<file path="src/rtl/rx_frame_parser.sv">
// Frame extractor for the UART receive stream: SOF, LEN, payload, CHK.
// Payload is buffered and released downstream only after the checksum verifies.
module rx_frame_parser #(
    parameter int unsigned DATA_WIDTH     = 8,
    parameter logic [7:0]  SOF_BYTE       = 8'hA5,
    parameter int unsigned MAX_LEN        = 64,
    parameter int unsigned TIMEOUT_CYCLES = 260417
) (
    input  logic                  clk,
    input  logic                  rst,
    input  logic                  in_valid,
    input  logic [DATA_WIDTH-1:0] in_data,
    output logic                  in_ready,
    output logic                  out_valid,
    output logic [DATA_WIDTH-1:0] out_data,
    output logic                  out_last,
    input  logic                  out_ready,
    output logic                  frame_ok,
    output logic                  frame_err,
    output logic [1:0]            err_code,
    output logic [7:0]            frame_len
);

    localparam int unsigned IDX_W     = (MAX_LEN > 1) ? $clog2(MAX_LEN) : 1;
    localparam int unsigned TCNT_W    = $clog2(TIMEOUT_CYCLES + 1);
    localparam logic [TCNT_W-1:0] TCNT_LAST = TCNT_W'(TIMEOUT_CYCLES - 1);
    localparam logic [7:0]  MAX_LEN_B = 8'(MAX_LEN);

    typedef enum logic [2:0] {
        IDLE    = 3'd0,
        LEN     = 3'd1,
        PAYLOAD = 3'd2,
        CHECK   = 3'd3,
        DRAIN   = 3'd4
    } state_t;

    state_t              state, state_n;
    logic [7:0]          len, len_n;
    logic [7:0]          chk, chk_n;
    logic [7:0]          idx, idx_n;
    logic [7:0]          rd_idx, rd_idx_n;
    logic [TCNT_W-1:0]   tcnt, tcnt_n;
    logic                ok_n, err_n;
    logic [1:0]          err_code_n;
    logic [7:0]          frame_len_n;
    logic                in_ready_n, out_valid_n, out_last_n;
    logic                wr_en;
    logic                accept;
    logic [DATA_WIDTH-1:0] mem [MAX_LEN];

    // Next-state, datapath updates and next values of the registered outputs
    always_comb begin
        state_n     = state;
        len_n       = len;
        chk_n       = chk;
        idx_n       = idx;
        rd_idx_n    = rd_idx;
        tcnt_n      = tcnt;
        ok_n        = 1'b0;
        err_n       = 1'b0;
        err_code_n  = err_code;
        frame_len_n = frame_len;
        wr_en       = 1'b0;
        accept      = in_valid && in_ready;

        // Inter-byte timeout; an accepted byte in the expiry cycle wins
        if (state == LEN || state == PAYLOAD || state == CHECK) begin
            if (accept) begin
                tcnt_n = '0;
            end else if (tcnt == TCNT_LAST) begin
                err_n      = 1'b1;
                err_code_n = 2'b11;
                state_n    = IDLE;
            end else begin
                tcnt_n = tcnt + TCNT_W'(1);
            end
        end

        case (state)
            IDLE: begin
                if (accept && in_data == SOF_BYTE) begin
                    state_n = LEN;
                    tcnt_n  = '0;
                end
            end
            LEN: begin
                if (accept) begin
                    if (in_data == '0 || in_data > MAX_LEN_B) begin
                        err_n      = 1'b1;
                        err_code_n = 2'b01;
                        state_n    = IDLE;
                    end else begin
                        len_n   = in_data;
                        chk_n   = in_data;
                        idx_n   = '0;
                        state_n = PAYLOAD;
                    end
                end
            end
            PAYLOAD: begin
                if (accept) begin
                    wr_en = 1'b1;
                    chk_n = chk ^ in_data;
                    idx_n = idx + 8'd1;
                    if (idx == len - 8'd1) state_n = CHECK;
                end
            end
            CHECK: begin
                if (accept) begin
                    if (in_data == chk) begin
                        ok_n        = 1'b1;
                        frame_len_n = len;
                        rd_idx_n    = '0;
                        state_n     = DRAIN;
                    end else begin
                        err_n      = 1'b1;
                        err_code_n = 2'b10;
                        state_n    = IDLE;
                    end
                end
            end
            DRAIN: begin
                if (out_valid && out_ready) begin
                    if (out_last) state_n = IDLE;
                    else          rd_idx_n = rd_idx + 8'd1;
                end
            end
            default: state_n = IDLE;
        endcase

        in_ready_n  = (state_n != DRAIN);
        out_valid_n = (state_n == DRAIN);
        out_last_n  = out_valid_n && (rd_idx_n == len_n - 8'd1);
    end

    always_ff @(posedge clk) begin
        if (rst) begin
            state     <= IDLE;
            len       <= '0;
            chk       <= '0;
            idx       <= '0;
            rd_idx    <= '0;
            tcnt      <= '0;
            in_ready  <= 1'b1;
            out_valid <= 1'b0;
            out_last  <= 1'b0;
            frame_ok  <= 1'b0;
            frame_err <= 1'b0;
            err_code  <= 2'b00;
            frame_len <= '0;
        end else begin
            state     <= state_n;
            len       <= len_n;
            chk       <= chk_n;
            idx       <= idx_n;
            rd_idx    <= rd_idx_n;
            tcnt      <= tcnt_n;
            in_ready  <= in_ready_n;
            out_valid <= out_valid_n;
            out_last  <= out_last_n;
            frame_ok  <= ok_n;
            frame_err <= err_n;
            err_code  <= err_code_n;
            frame_len <= frame_len_n;
        end
    end

    // Payload buffer; read index only moves on a handshake, so out_data holds while stalled
    always_ff @(posedge clk) begin
        if (wr_en) mem[idx[IDX_W-1:0]] <= in_data;
        out_data <= mem[rd_idx_n[IDX_W-1:0]];
    end

endmodule

</file>
<file path="config.mk">
export PLATFORM = sky130hd
export DESIGN_NAME = rx_frame_parser
export DESIGN_NICKNAME = d
export VERILOG_FILES = /design/src/rtl/rx_frame_parser.sv
export SDC_FILE = /design/constraint.sdc
export NUM_CORES = 1
export LEC_CHECK = 0
export BUFFER_PORTS_ARGS = -buffer_cell sky130_fd_sc_hd__clkbuf_2
export CAP_MARGIN = 20
export CORE_UTILIZATION = 49
export CTS_BUF_LIST = sky130_fd_sc_hd__clkbuf_8
export DETAILED_ROUTE_END_ITERATION = 10
export PLACE_DENSITY_LB_ADDON = 0.08
export SKIP_LAST_GASP = 1
export SYNTH_ARGS = -nofsm -noshare
export SYNTH_HDL_FRONTEND = slang
export SYNTH_SLANG_ARGS = --single-unit
</file>
<file path="constraint.sdc">
create_clock -name clk -period 6.1 [get_ports clk]
set_input_delay 0.915 -clock clk [delete_from_list [all_inputs] [get_ports clk]]
set_output_delay 0.915 -clock clk [all_outputs]
set_load 0.02 [all_outputs]
</file>
# After elaboration in Yosys (flattened, before gate mapping)
# Memories as Yosys holds them, arrays and structs flattened. A register that Yosys moved wholly into a read port is not among the register bits.
# Index checks and enable logic that the tools add are counted.
# W data, S select, Z words.
# op_classes
bitwise,3
n_reduce_logical,13
add_sub_neg,5
n_div,0
shift,0
order_cmp,1
eq_ne,14
multipliers,0
muxes,55
# op_table
op,count
$mux W8,13
$mux W18,5
$pmux W8 S2,3
$mux W3,11
$eq A8 B8 Y1,3
$add A18 B1 Y18 const B,1
$eq A18 B18 Y1 const B,1
$add A8 B1 Y8 const B,2
$mux W2,8
$sub A8 B1 Y8 const B,2
$pmux W3 S5,1
$mux W1,12
$eq A8 B8 Y1 const B,1
$gt A8 B7 Y1 const B,1
$logic_not A8 Y1,1
$xor A8 B8 Y8,1
$eq A3 B2 Y1 const B,2
$eq A3 B3 Y1 const B,2
$ne A2 B2 Y1 const B,3
$logic_and A1 B1 Y1,4
$pmux W2 S2,1
$reduce_and A4 Y1,1
$eq A3 B1 Y1 const B,1
$logic_not A3 Y1,1
other kinds (7),10
# word_totals
ram_bits,512
n_memories,1
romBits,0
register_bits,68
inputBits,12
output_inout_bits,23
latch_bits,0
# memory_table
name,depth,word_bits,rd,rd_ports_with_merged_regs,wr,line,source
mem,64,8,1,1,1,49,logic [DATA_WIDTH-1:0] mem [MAX_LEN];

# Depth between registers and ports, before layout
# Gate-level depths: netlist of run 1.
# depth
ltp_word,9
depth_mapped,13

# Least setup slack after synthesis of run 1
# Ideal clock, no wire load.
# synth_path
kind,input to register
startpoint,input in_data[1]
endpoint,register out_last
arrival_ns,3.929
stages,10
path_buffers,2
required_ns,5.986
path_slack_ns,2.056
path_cell_list,clkbuf_1 > or3_1 > o21a_1 > nor3_2 > buf_2 > mux2i_1 > ha_1 > a21bo_2 > or4_1 > a2111oi_0
# synth_between
elab_chain_cells,8
elab_cells_between_ends,22
# synth_lines
item,line,source
from (decl),12,"input logic [DATA_WIDTH-1:0] in_data,"
$gt A8 B7 Y1 or $logic_not A8 Y1 (tied branches),88,if (in_data == '0 || in_data > MAX_LEN_B) begin
$logic_or A1 B1 Y1,88,
$mux W8,88,
$mux W8,87,if (accept) begin
$mux W8,79,case (state)
$sub A8 B1 Y8,133,out_last_n = out_valid_n && (rd_idx_n == len_n - 8'd1);
$eq A8 B8 Y1,133,
$logic_and A1 B1 Y1 *,133,
to (signal assigned),160,out_last <= out_last_n;
to (decl),16,"output logic out_last,"
# Every way passes the cells marked *; elsewhere a longest branch is shown, timed or not.
# A chain may end at the register's enable or synchronous reset.

# Final worst setup path of run 1
# layout_path
startpoint,register state[2]
endpoint,"register out_data[0], read port of mem"
# layout_between
elab_chain_cells,2
elab_cells_between_ends,3
# layout_lines
item,line,source
from (decl),37,"state_t state, state_n;"
from (signal assigned),152,state <= state_n;
$eq A3 B3 Y1 or $eq A3 B2 Y1 (tied branches),79,
$pmux W8 S2 *,79,
to (decl),15,"output logic [DATA_WIDTH-1:0] out_data,"
# Marked as above.

==> metrics, run 1 <==
antenna violations before repair=0; Critical Path Source=state[2]$_SDFF_PP0_; final net count=1970; Final Hold Slack=0.4588 ns; Reg clk slew, reported paths=0.06 ns; postcts setup bufs=0; CTS Buffer Depth=3; status=complete, no violations; Max IR drop VDD=0.0001338 V; Yosys warning count=0; r2r startpoint=state[2]$_SDFF_PP0_; initial core utilization=49.94%; hold_sp=frame_len[0]$_SDFFE_PP0P_; Antenna Cells=0; drt wl/cell=25.69 um; die area=51000 um^2; total clock sinks=588; Distinct cells, synth=74; Syn Inst Count=1900; vias in the first global route=15830; number of synthesized flops with an enable pin=512; maxcap violations=0; Crit Path Max Fanout=61; pin count of the biggest net entering global routing=91; fin area=27210 um^2; # DRC=0; synthesized cell area=24550 um^2; 1st-iter DRT viols=1869; largest area contributor in the netlist=edfxtp_1; CTS root buffer=clkbuf_8; Setup TNS=0 ns; DRT Wirelength=69.26 mm; GRT Residual Overflow=0; Synthesized Nets=1918; htree depth=3; PwrDens=282.4 nW/um^2; top cell type's share of synthesized area=62.63%; critical path type=flip-flop to flip-flop; nature of the critical path startpoint=flip-flop; num ports=35; Tmin final=4.276 ns; post-CTS sizing=0; Final ANT Viol Nets=0; die height=225.8 um; Placer Congestion=0.8432; Pwr Total=0.007684 W; crit end category=flip-flop; share of layout cells above drive strength 1=13.44%; Worst-Margin Slew=1.005 ns; HP Class=flip-flop to flip-flop; detailed placer's ending HPWL=41.55 mm; Req. time, crit path=6.72 ns; # hold bufs at CTS=0; max-slew violations=0; Clock Skew=0.03368 ns; Die Width=225.8 um; final worst-path cycle share=70.10%; Final Hold Viols=0; Synth area leaders=edfxtp_1, dfxtp_1, nand2_1; first-pass GRT wire length=102.7 mm; Synth Flop Type=edfxtp_1; Seq/Total Area, Yosys=68.83%; # rows=81; register bit total from synthesis=588; GRT Total Usage=27.63%; final setup vio count=0; dpl cell area=25410 um^2; vias per cell=6.087; CTS tree=yes; Via Count=16410; TritonRoute pass-1 iters=6; Layout area overhead=10.83%; RSZ-0062 raised after global routing=false; PortBufs=34; area of the core=49150 um^2; P_leak=9.048 nW; Clock Latency Late Sink=0.68 ns; TritonCTS Buffers=97; Syn Area/Cell=12.92 um^2; most common cell in the netlist=edfxtp_1; Max-slew headroom=33.01%; asr flop ratio synth=0%; Crit path arrival time=4.89 ns; fmax=233.9 MHz; most common library cells after synthesis=edfxtp_1, nand2_1, nand3_1
-- kinds of logic (layout without fill, tap and decap cells) --
kind of cell    Yosys count  in the layout  synth area share (%)
buf+inv                 131            263                 2.248
simple gates            758            758                 14.53
mux                      82             82                 4.302
flops                   588            588                 68.83
xor+xnor                 51             51                 1.896
fa+ha+maj                 6              6                0.3058
compound gates          284            284                 7.890
-- flip-flops by register name, indices dropped and copies added (netlist names), 2 cells and up --
register	flops
mem	512
tcnt	18
chk	8
frame_len	8
idx	8
len	8
out_data	8
rd_idx	8
state	3
err_code	2
-- power by group --
part           switching (W)  internal, W  total (W)
logic              0.0000885    0.0000115   0.000100
clock network        0.00157      0.00165    0.00322
registers       0.0000000877      0.00437    0.00437
total                0.00165      0.00603    0.00768
-- through the flow --
step | setup slack, ns | std cells | util (%)
global route | 1.655 | 2696 | 55.35
detailed placement | 1.512 | 2516 | 51.69
floorplan | 2.056 | 1900 | -
CTS | 1.803 | 2695 | 55.34
global placement | 1.532 | 2516 | 51.69
finish | 1.824 | 2696 | 55.35
-- critical path, stage by stage (launching register included) --
cell,delay [ns]
dfxtp_1,0.57
or4b_1,0.70
or3_1,0.46
nand2_2,0.10
buf_4,0.56
nand2_1,0.25
buf_4,0.28
nor4_2,0.65
nand2_1,0.21
o211ai_1,0.25
or4b_1,0.17
-- final timing paths --
check,end,slack (ns),depth (start not counted)
setup / recovery,out_data[0]$_DFF_P_,1.82,10
hold / removal,frame_len[0]$_SDFFE_PP0P_,0.46,2
setup reg to reg,out_data[0]$_DFF_P_,1.82,10
hold reg to reg,frame_len[0]$_SDFFE_PP0P_,0.46,2
-- final cells by class --
class | instances | area (um^2)
clock buffer | 111 | 1528
clock inverter | 68 | 266.5
fill | 4134 | 21950
inverter | 12 | 45.04
multi-input combinational | 1181 | 7148
sequential | 588 | 16900
tap | 664 | 830.8
timing repair buffer | 72 | 493.0
-- cell usage in the layout (no fill, tap or decap), drive strengths merged, types with 18 or more instances in the layout --
cell    instances
o21ai          82
mux2           38
clkinv         18
mux2i          29
nand3         194
dfxtp          76
a21oi          29
o211ai         46
nor2          134
clkbuf        144
and3           26
xnor2          32
nand2         282
inv            62
a31oi          25
xor2           19
buf            39
nand4          30
edfxtp        512
nor3           29
-- routing by layer --
| layer | share of wire, % | vias to the layer above | GRT usage (%) |
|---|---|---|---|
| li1 | - | 7318 | - |
| met1 | 43 | 8270 | 39.40 |
| met2 | 47 | 718 | 43.76 |
| met3 | 7.5 | 105 | 4.202 |
| met4 | 2.2 | 0 | 8.405 |
| met5 | 0 | - | 0 |
Note: power is estimated with default switching activity, not from simulation.
==> inputs of run 2 (changes only) <==
==> constraint.sdc (replaced) <==
create_clock -name clk -period 4.4 [get_ports clk]
set_input_delay 0.66 -clock clk [delete_from_list [all_inputs] [get_ports clk]]
set_output_delay 0.66 -clock clk [all_outputs]
set_load 0.02 [all_outputs]
==> metrics, run 2 (synthesis results as in run 1) <==
first-pass GRT wire length=101.8 mm (-0.91%); fmax=249.5 MHz (+6.7%); vias per cell=5.963 (-2.0%); critical path type=flip-flop to flip-flop; die height=225.8 um (unchanged); 1st-iter DRT viols=1418 (-24%); Via Count=16420 (+0.073%); crit end category=flip-flop; final net count=2038 (+3.5%); Die Width=225.8 um (unchanged); TritonRoute pass-1 iters=7 (+1); postcts setup bufs=0 (unchanged); Highest Signal Layer=met4; CTS Buffer Depth=3 (unchanged); # DRC=0 (unchanged); status=complete, no violations; maxcap violations=0 (unchanged); commonest cells after routing, fill and taps aside=edfxtp_1, nand2_1, nand3_1, nor2_1; Crit path arrival time=4.57 ns (-0.32 ns); final setup vio count=0 (unchanged); antenna violations before repair=0 (unchanged); # rows=81 (unchanged); TritonCTS Buffers=97 (unchanged); htree depth=3 (unchanged); part of the power in registers=57.3% (+0.5 points); Logic pwr share=1.3% (about the same); Worst-Margin Slew=1.030 ns (+0.02478 ns); Layout area overhead=12.72%; num ports=35 (unchanged); Final Hold Slack=0.3506 ns (-0.1082 ns); Setup TNS=0 ns (unchanged); CTS root buffer=clkbuf_8; clock share of power=41.4% (-0.5 points); die area=51000 um^2 (unchanged); met2 routed WL=32.47 mm (-1.0%); final worst-path cycle share=91.09% (+21 points); Placer Congestion=0.8934 (+6.0%); HP Class=primary input to flip-flop; Clock Latency Late Sink=0.70 ns (+0.02 ns); Max-slew headroom=31.36% (-1.7 points); total clock sinks=588 (unchanged); Crit Path Max Fanout=34 (-44%); Reg clk slew, reported paths=0.06 ns (about the same); pin count of the biggest net entering global routing=68 (-25%); vias in the first global route=16170 (+2.1%); CTS tree=yes; DRT Wirelength=67.81 mm (-2.1%); initial core utilization=49.94% (unchanged); max-slew violations=0 (unchanged); met3 wire length=4.190 mm (-19%); Final Hold Viols=0 (unchanged); P_leak=9.303 nW (+2.8%); Final ANT Viol Nets=0 (unchanged); area of the core=49150 um^2 (unchanged); commonest non-fill, non-tap cell in the layout=edfxtp_1; Pint=0.008300 W (+38%); Max IR drop VDD=0.0002239 V (+67%); Clock Skew=0.02698 ns (-0.006694 ns); share of layout cells above drive strength 1=16.37% (+2.9 points); switching share of power=21.42% (-0.11 points); Met1 Wirelength=29.33 mm (-1.5%); GRT Residual Overflow=0 (unchanged); max reg flops=512 (unchanged); PwrDens=381.7 nW/um^2 (+35%); detailed placer's ending HPWL=43.41 mm (+4.5%); RSZ-0062 raised after global routing=false; Tmin final=4.008 ns (-0.2678 ns); # hold bufs at CTS=0 (unchanged); post-CTS sizing=0 (unchanged); nature of the critical path startpoint=flip-flop; switching power=0.002263 W (+37%); Req. time, crit path=4.96 ns (-1.76 ns); drt wl/cell=24.62 um (-4.2%); GRT Total Usage=27.26% (-0.38 points); PortBufs=34 (unchanged)
-- run 2: changes by cell type in the layout (fill, tap and decap cells not counted), sizes merged --
cell	delta
inv	-17
clkinvlp	+3
clkinv	+11
bufinv	+2
clkbuf	-10
buf	+68
diode	+1
-- run 2: cell type report --
class | instances | area, um^2
Tap cell | 664 | 830.8
Inverter | 12 | 45.04
Timing Repair Buffer | 140 | 1016
Antenna cell | 1 | 2.502
Multi-Input combinational cell | 1181 | 7148
Clock inverter | 67 | 342.8
Fill cell | 4157 | 21480
Sequential cell | 588 | 16900
Clock buffer | 101 | 1390
-- run 2: per-stage QoR --
step	total power, W	setup slack, ns	cell area (um^2)	util (%)	std cells
after floorplan	0.006195	0.6112	24550	-	1900
after global placement	0.006304	0.2138	25930	52.75	2584
after detailed placement	0.006307	0.1390	25930	52.75	2584
after CTS	0.01065	0.4151	27660	56.28	2752
after global routing	0.01087	0.2588	27670	56.29	2753
final	0.01056	0.3920	27670	56.30	2754
-- run 2: per-layer routing --
metal	up-vias	track usage, %
li1	7454	-
met1	8294	37.13
met2	555	44.19
met3	120	5.321
met4	0	8.383
met5	-	0
-- run 2: final timing paths --
path | startpoint | end | slack [ns] | cells past startpoint
min reg2reg | frame_len[4]$_SDFFE_PP0P_ | frame_len[4]$_SDFFE_PP0P_ | 0.45 | 2
max reg2reg | state[1]$_SDFF_PP0_ | out_data[4]$_DFF_P_ | 0.39 | 11
max | state[1]$_SDFF_PP0_ | out_data[4]$_DFF_P_ | 0.39 | 11
min | in_data[4] | chk[4]$_SDFFE_PP0P_ | 0.35 | 3
-- run 2: critical path, stage by stage, from the launching register on --
cell	delay, ns
dfxtp_1	0.39
or4b_1	0.58
buf_4	0.20
nor2_8	0.16
xnor2_2	0.11
nor2_4	0.63
buf_4	0.49
buf_4	0.22
nand3_1	0.08
o211ai_1	0.15
nand4_1	0.31
or4b_1	0.54
-- run 2: power by group through the flow --
| stage | combinational [W] | sequential (W) | clock (W) |
|---|---|---|---|
| after floorplan | 0.0000223 | 0.00617 | 0 |
| after global placement | 0.000132 | 0.00617 | 0 |
| after detailed placement | 0.000136 | 0.00617 | 0 |
| after CTS | 0.000136 | 0.00606 | 0.00445 |
| after global routing | 0.000143 | 0.00605 | 0.00467 |
| final | 0.000135 | 0.00606 | 0.00437 |
==> inputs of run 3 (changes only) <==
--- a/config.mk
+++ b/config.mk
@@ -7,7 +7,9 @@
 export LEC_CHECK = 0
 export BUFFER_PORTS_ARGS = -buffer_cell sky130_fd_sc_hd__clkbuf_2
 export CAP_MARGIN = 20
-export CORE_UTILIZATION = 49
+export CELL_PAD_IN_SITES_DETAIL_PLACEMENT = 2
+export CELL_PAD_IN_SITES_GLOBAL_PLACEMENT = 2
+export CORE_UTILIZATION = 47
 export CTS_BUF_LIST = sky130_fd_sc_hd__clkbuf_8
 export DETAILED_ROUTE_END_ITERATION = 10
 export PLACE_DENSITY_LB_ADDON = 0.08
==> metrics, run 3 (synthesis results as in run 1) <==
status=complete, no violations; met2 routed WL=44.39 mm (+37%); DRT Wirelength=87.93 mm (+30%); vias per cell=6.297 (+5.6%); Placer Congestion=0.8616 (-3.6%); max-slew violations=0 (unchanged); TritonRoute pass-1 iters=5 (-2); pin count of the biggest net entering global routing=71 (+4.4%); GRT Total Usage=33.61% (+6.4 points); postcts setup bufs=0 (unchanged); GRT Residual Overflow=0 (unchanged); die area=53150 um^2 (+4.2%); nature of the critical path startpoint=flip-flop; fill count=4817 (+16%); CTS tree=yes; vias in the first global route=19250 (+19%); TritonCTS Buffers=98 (+1.0%); fmax=232.8 MHz (-6.7%); initial core utilization=47.66% (-2.3 points); Highest Signal Layer=met4; share of layout cells above drive strength 1=16.64% (+0.27 points); RSZ-0062 raised after global routing=false; maxcap violations=0 (unchanged); dpl ws=0.2198 ns (+0.08082 ns); Final WS setup=0.1049 ns (-0.2871 ns); critical path type=flip-flop to flip-flop; final net count=2039 (+0.049%); drt wl/cell=31.56 um (+28%); max reg flops=512 (unchanged); num ports=35 (unchanged); antenna violations before repair=2 (+2); crit end category=flip-flop; P_leak=9.419 nW (+1.2%); Max-slew headroom=21.09% (-10 points); Tmin final=4.295 ns (+0.2871 ns); commonest cells after routing, fill and taps aside=edfxtp_1, nand2_1, nand3_1, nor2_1, clkbuf_8; Setup TNS=0 ns (unchanged); # rows=83 (+2.5%); Met1 Wirelength=34.68 mm (+18%); Req. time, crit path=5.03 ns (+0.07 ns); Final Hold Viols=0 (unchanged); first-pass GRT wire length=130.1 mm (+28%); # DRC=0 (unchanged); CTS Buffer Depth=3 (unchanged); Layout area overhead=13.52%; PortBufs=34 (unchanged); final worst-path cycle share=97.62% (+6.5 points); Worst-Margin Slew=1.179 ns (+0.1497 ns); Crit Path Max Fanout=9 (-74%); die height=230.5 um (+2.1%); Max IR drop VDD=0.0001909 V (-15%); Via Count=17540 (+6.8%); 1st-iter DRT viols=1404 (-0.99%); final core occ=54.10% (-2.2 points); PwrDens=391.1 nW/um^2 (+2.4%); commonest non-fill, non-tap cell in the layout=edfxtp_1; final setup vio count=0 (unchanged); Crit path arrival time=4.93 ns (+0.36 ns); # hold bufs at CTS=0 (unchanged); CTS root buffer=clkbuf_8; Clock Latency Late Sink=0.71 ns (about the same); Final Hold Slack=0.3099 ns (-0.04077 ns); Die Width=230.5 um (+2.1%); area of the core=51510 um^2 (+4.8%); Final ANT Viol Nets=0 (unchanged); HP Class=primary input to flip-flop; Reg clk slew, reported paths=0.06 ns (about the same); detailed placer's ending HPWL=56.35 mm (+30%); met3 wire length=4.752 mm (+13%); Clock Skew=0.02517 ns (-0.001810 ns); total clock sinks=588 (unchanged); htree depth=3 (unchanged); post-CTS sizing=0 (unchanged)
run 3: changes by cell type in the layout (fill, tap and decap cells not counted), moves of 2 or more:
| cell | previous run | this run |
|---|---|---|
| clkbuf_8 | 101 | 115 |
| clkbuf_2 | 32 | 30 |
| buf_4 | 101 | 98 |
| clkinv_1 | 20 | 16 |
| bufinv_16 | 2 | 0 |
| inv_8 | 0 | 2 |
| inv_1 | 44 | 54 |
| diode_2 | 1 | 3 |
| buf_12 | 4 | 7 |
| clkinv_2 | 8 | 5 |
| buf_2 | 2 | 4 |
run 3: metal layers:
metal | vias up | track usage, %
met5 | - | 0
met4 | 0 | 15.34
met3 | 219 | 5.546
met2 | 668 | 57.93
met1 | 9207 | 41.42
li1 | 7450 | -
run 3: final timing paths:
check                                               start  cells past startpoint  slack [ns]                   endpoint
worst max register to register        state[1]$_SDFF_PP0_                      9        0.10        out_data[3]$_DFF_P_
worst max-delay path                  state[1]$_SDFF_PP0_                      9        0.10        out_data[3]$_DFF_P_
worst min-delay path                           in_data[3]                      3        0.31        chk[3]$_SDFFE_PP0P_
worst min register to register  frame_len[0]$_SDFFE_PP0P_                      2        0.46  frame_len[0]$_SDFFE_PP0P_
run 3: stage by stage:
step                std cells  area [um^2]  power (W)
finish                   2786        27870    0.01090
global placement         2600        25990   0.006306
detailed placement       2600        25990   0.006319
CTS                      2782        27850    0.01095
global route             2784        27860    0.01116
floorplan                1900        24550   0.006195
run 3: area by class of cell:
class / count / area, um^2 / share of cell area [%]
tap: 680 / 850.8 / 3.053
inverter: 12 / 45.04 / 0.1616
clock inverter: 67 / 280.3 / 1.006
clock buffer: 115 / 1583 / 5.680
multi-input combinational: 1181 / 7152 / 25.66
antenna: 3 / 7.507 / 0.02694
sequential: 588 / 16900 / 60.63
timing repair buffer: 140 / 1054 / 3.780
run 3: power breakdown:
| part | total [W] | internal [W] | switching [W] |
|---|---|---|---|
| logic | 0.000149 | 0.0000171 | 0.000132 |
| clock network | 0.00470 | 0.00237 | 0.00232 |
| registers | 0.00605 | 0.00605 | 0.000000133 |
| total | 0.0109 | 0.00844 | 0.00246 |
run 3: worst max-delay path, cell delays in order, from the launching register on:
cell and delay [ns]:
dfxtp_1 0.41, or4b_1 0.79, or3_1 0.53, xnor2_1 0.38, nand2_1 0.17, buf_4 0.24, nor3_2 0.49, nand3_1 0.28
o211ai_1 0.71, or4b_1 0.24
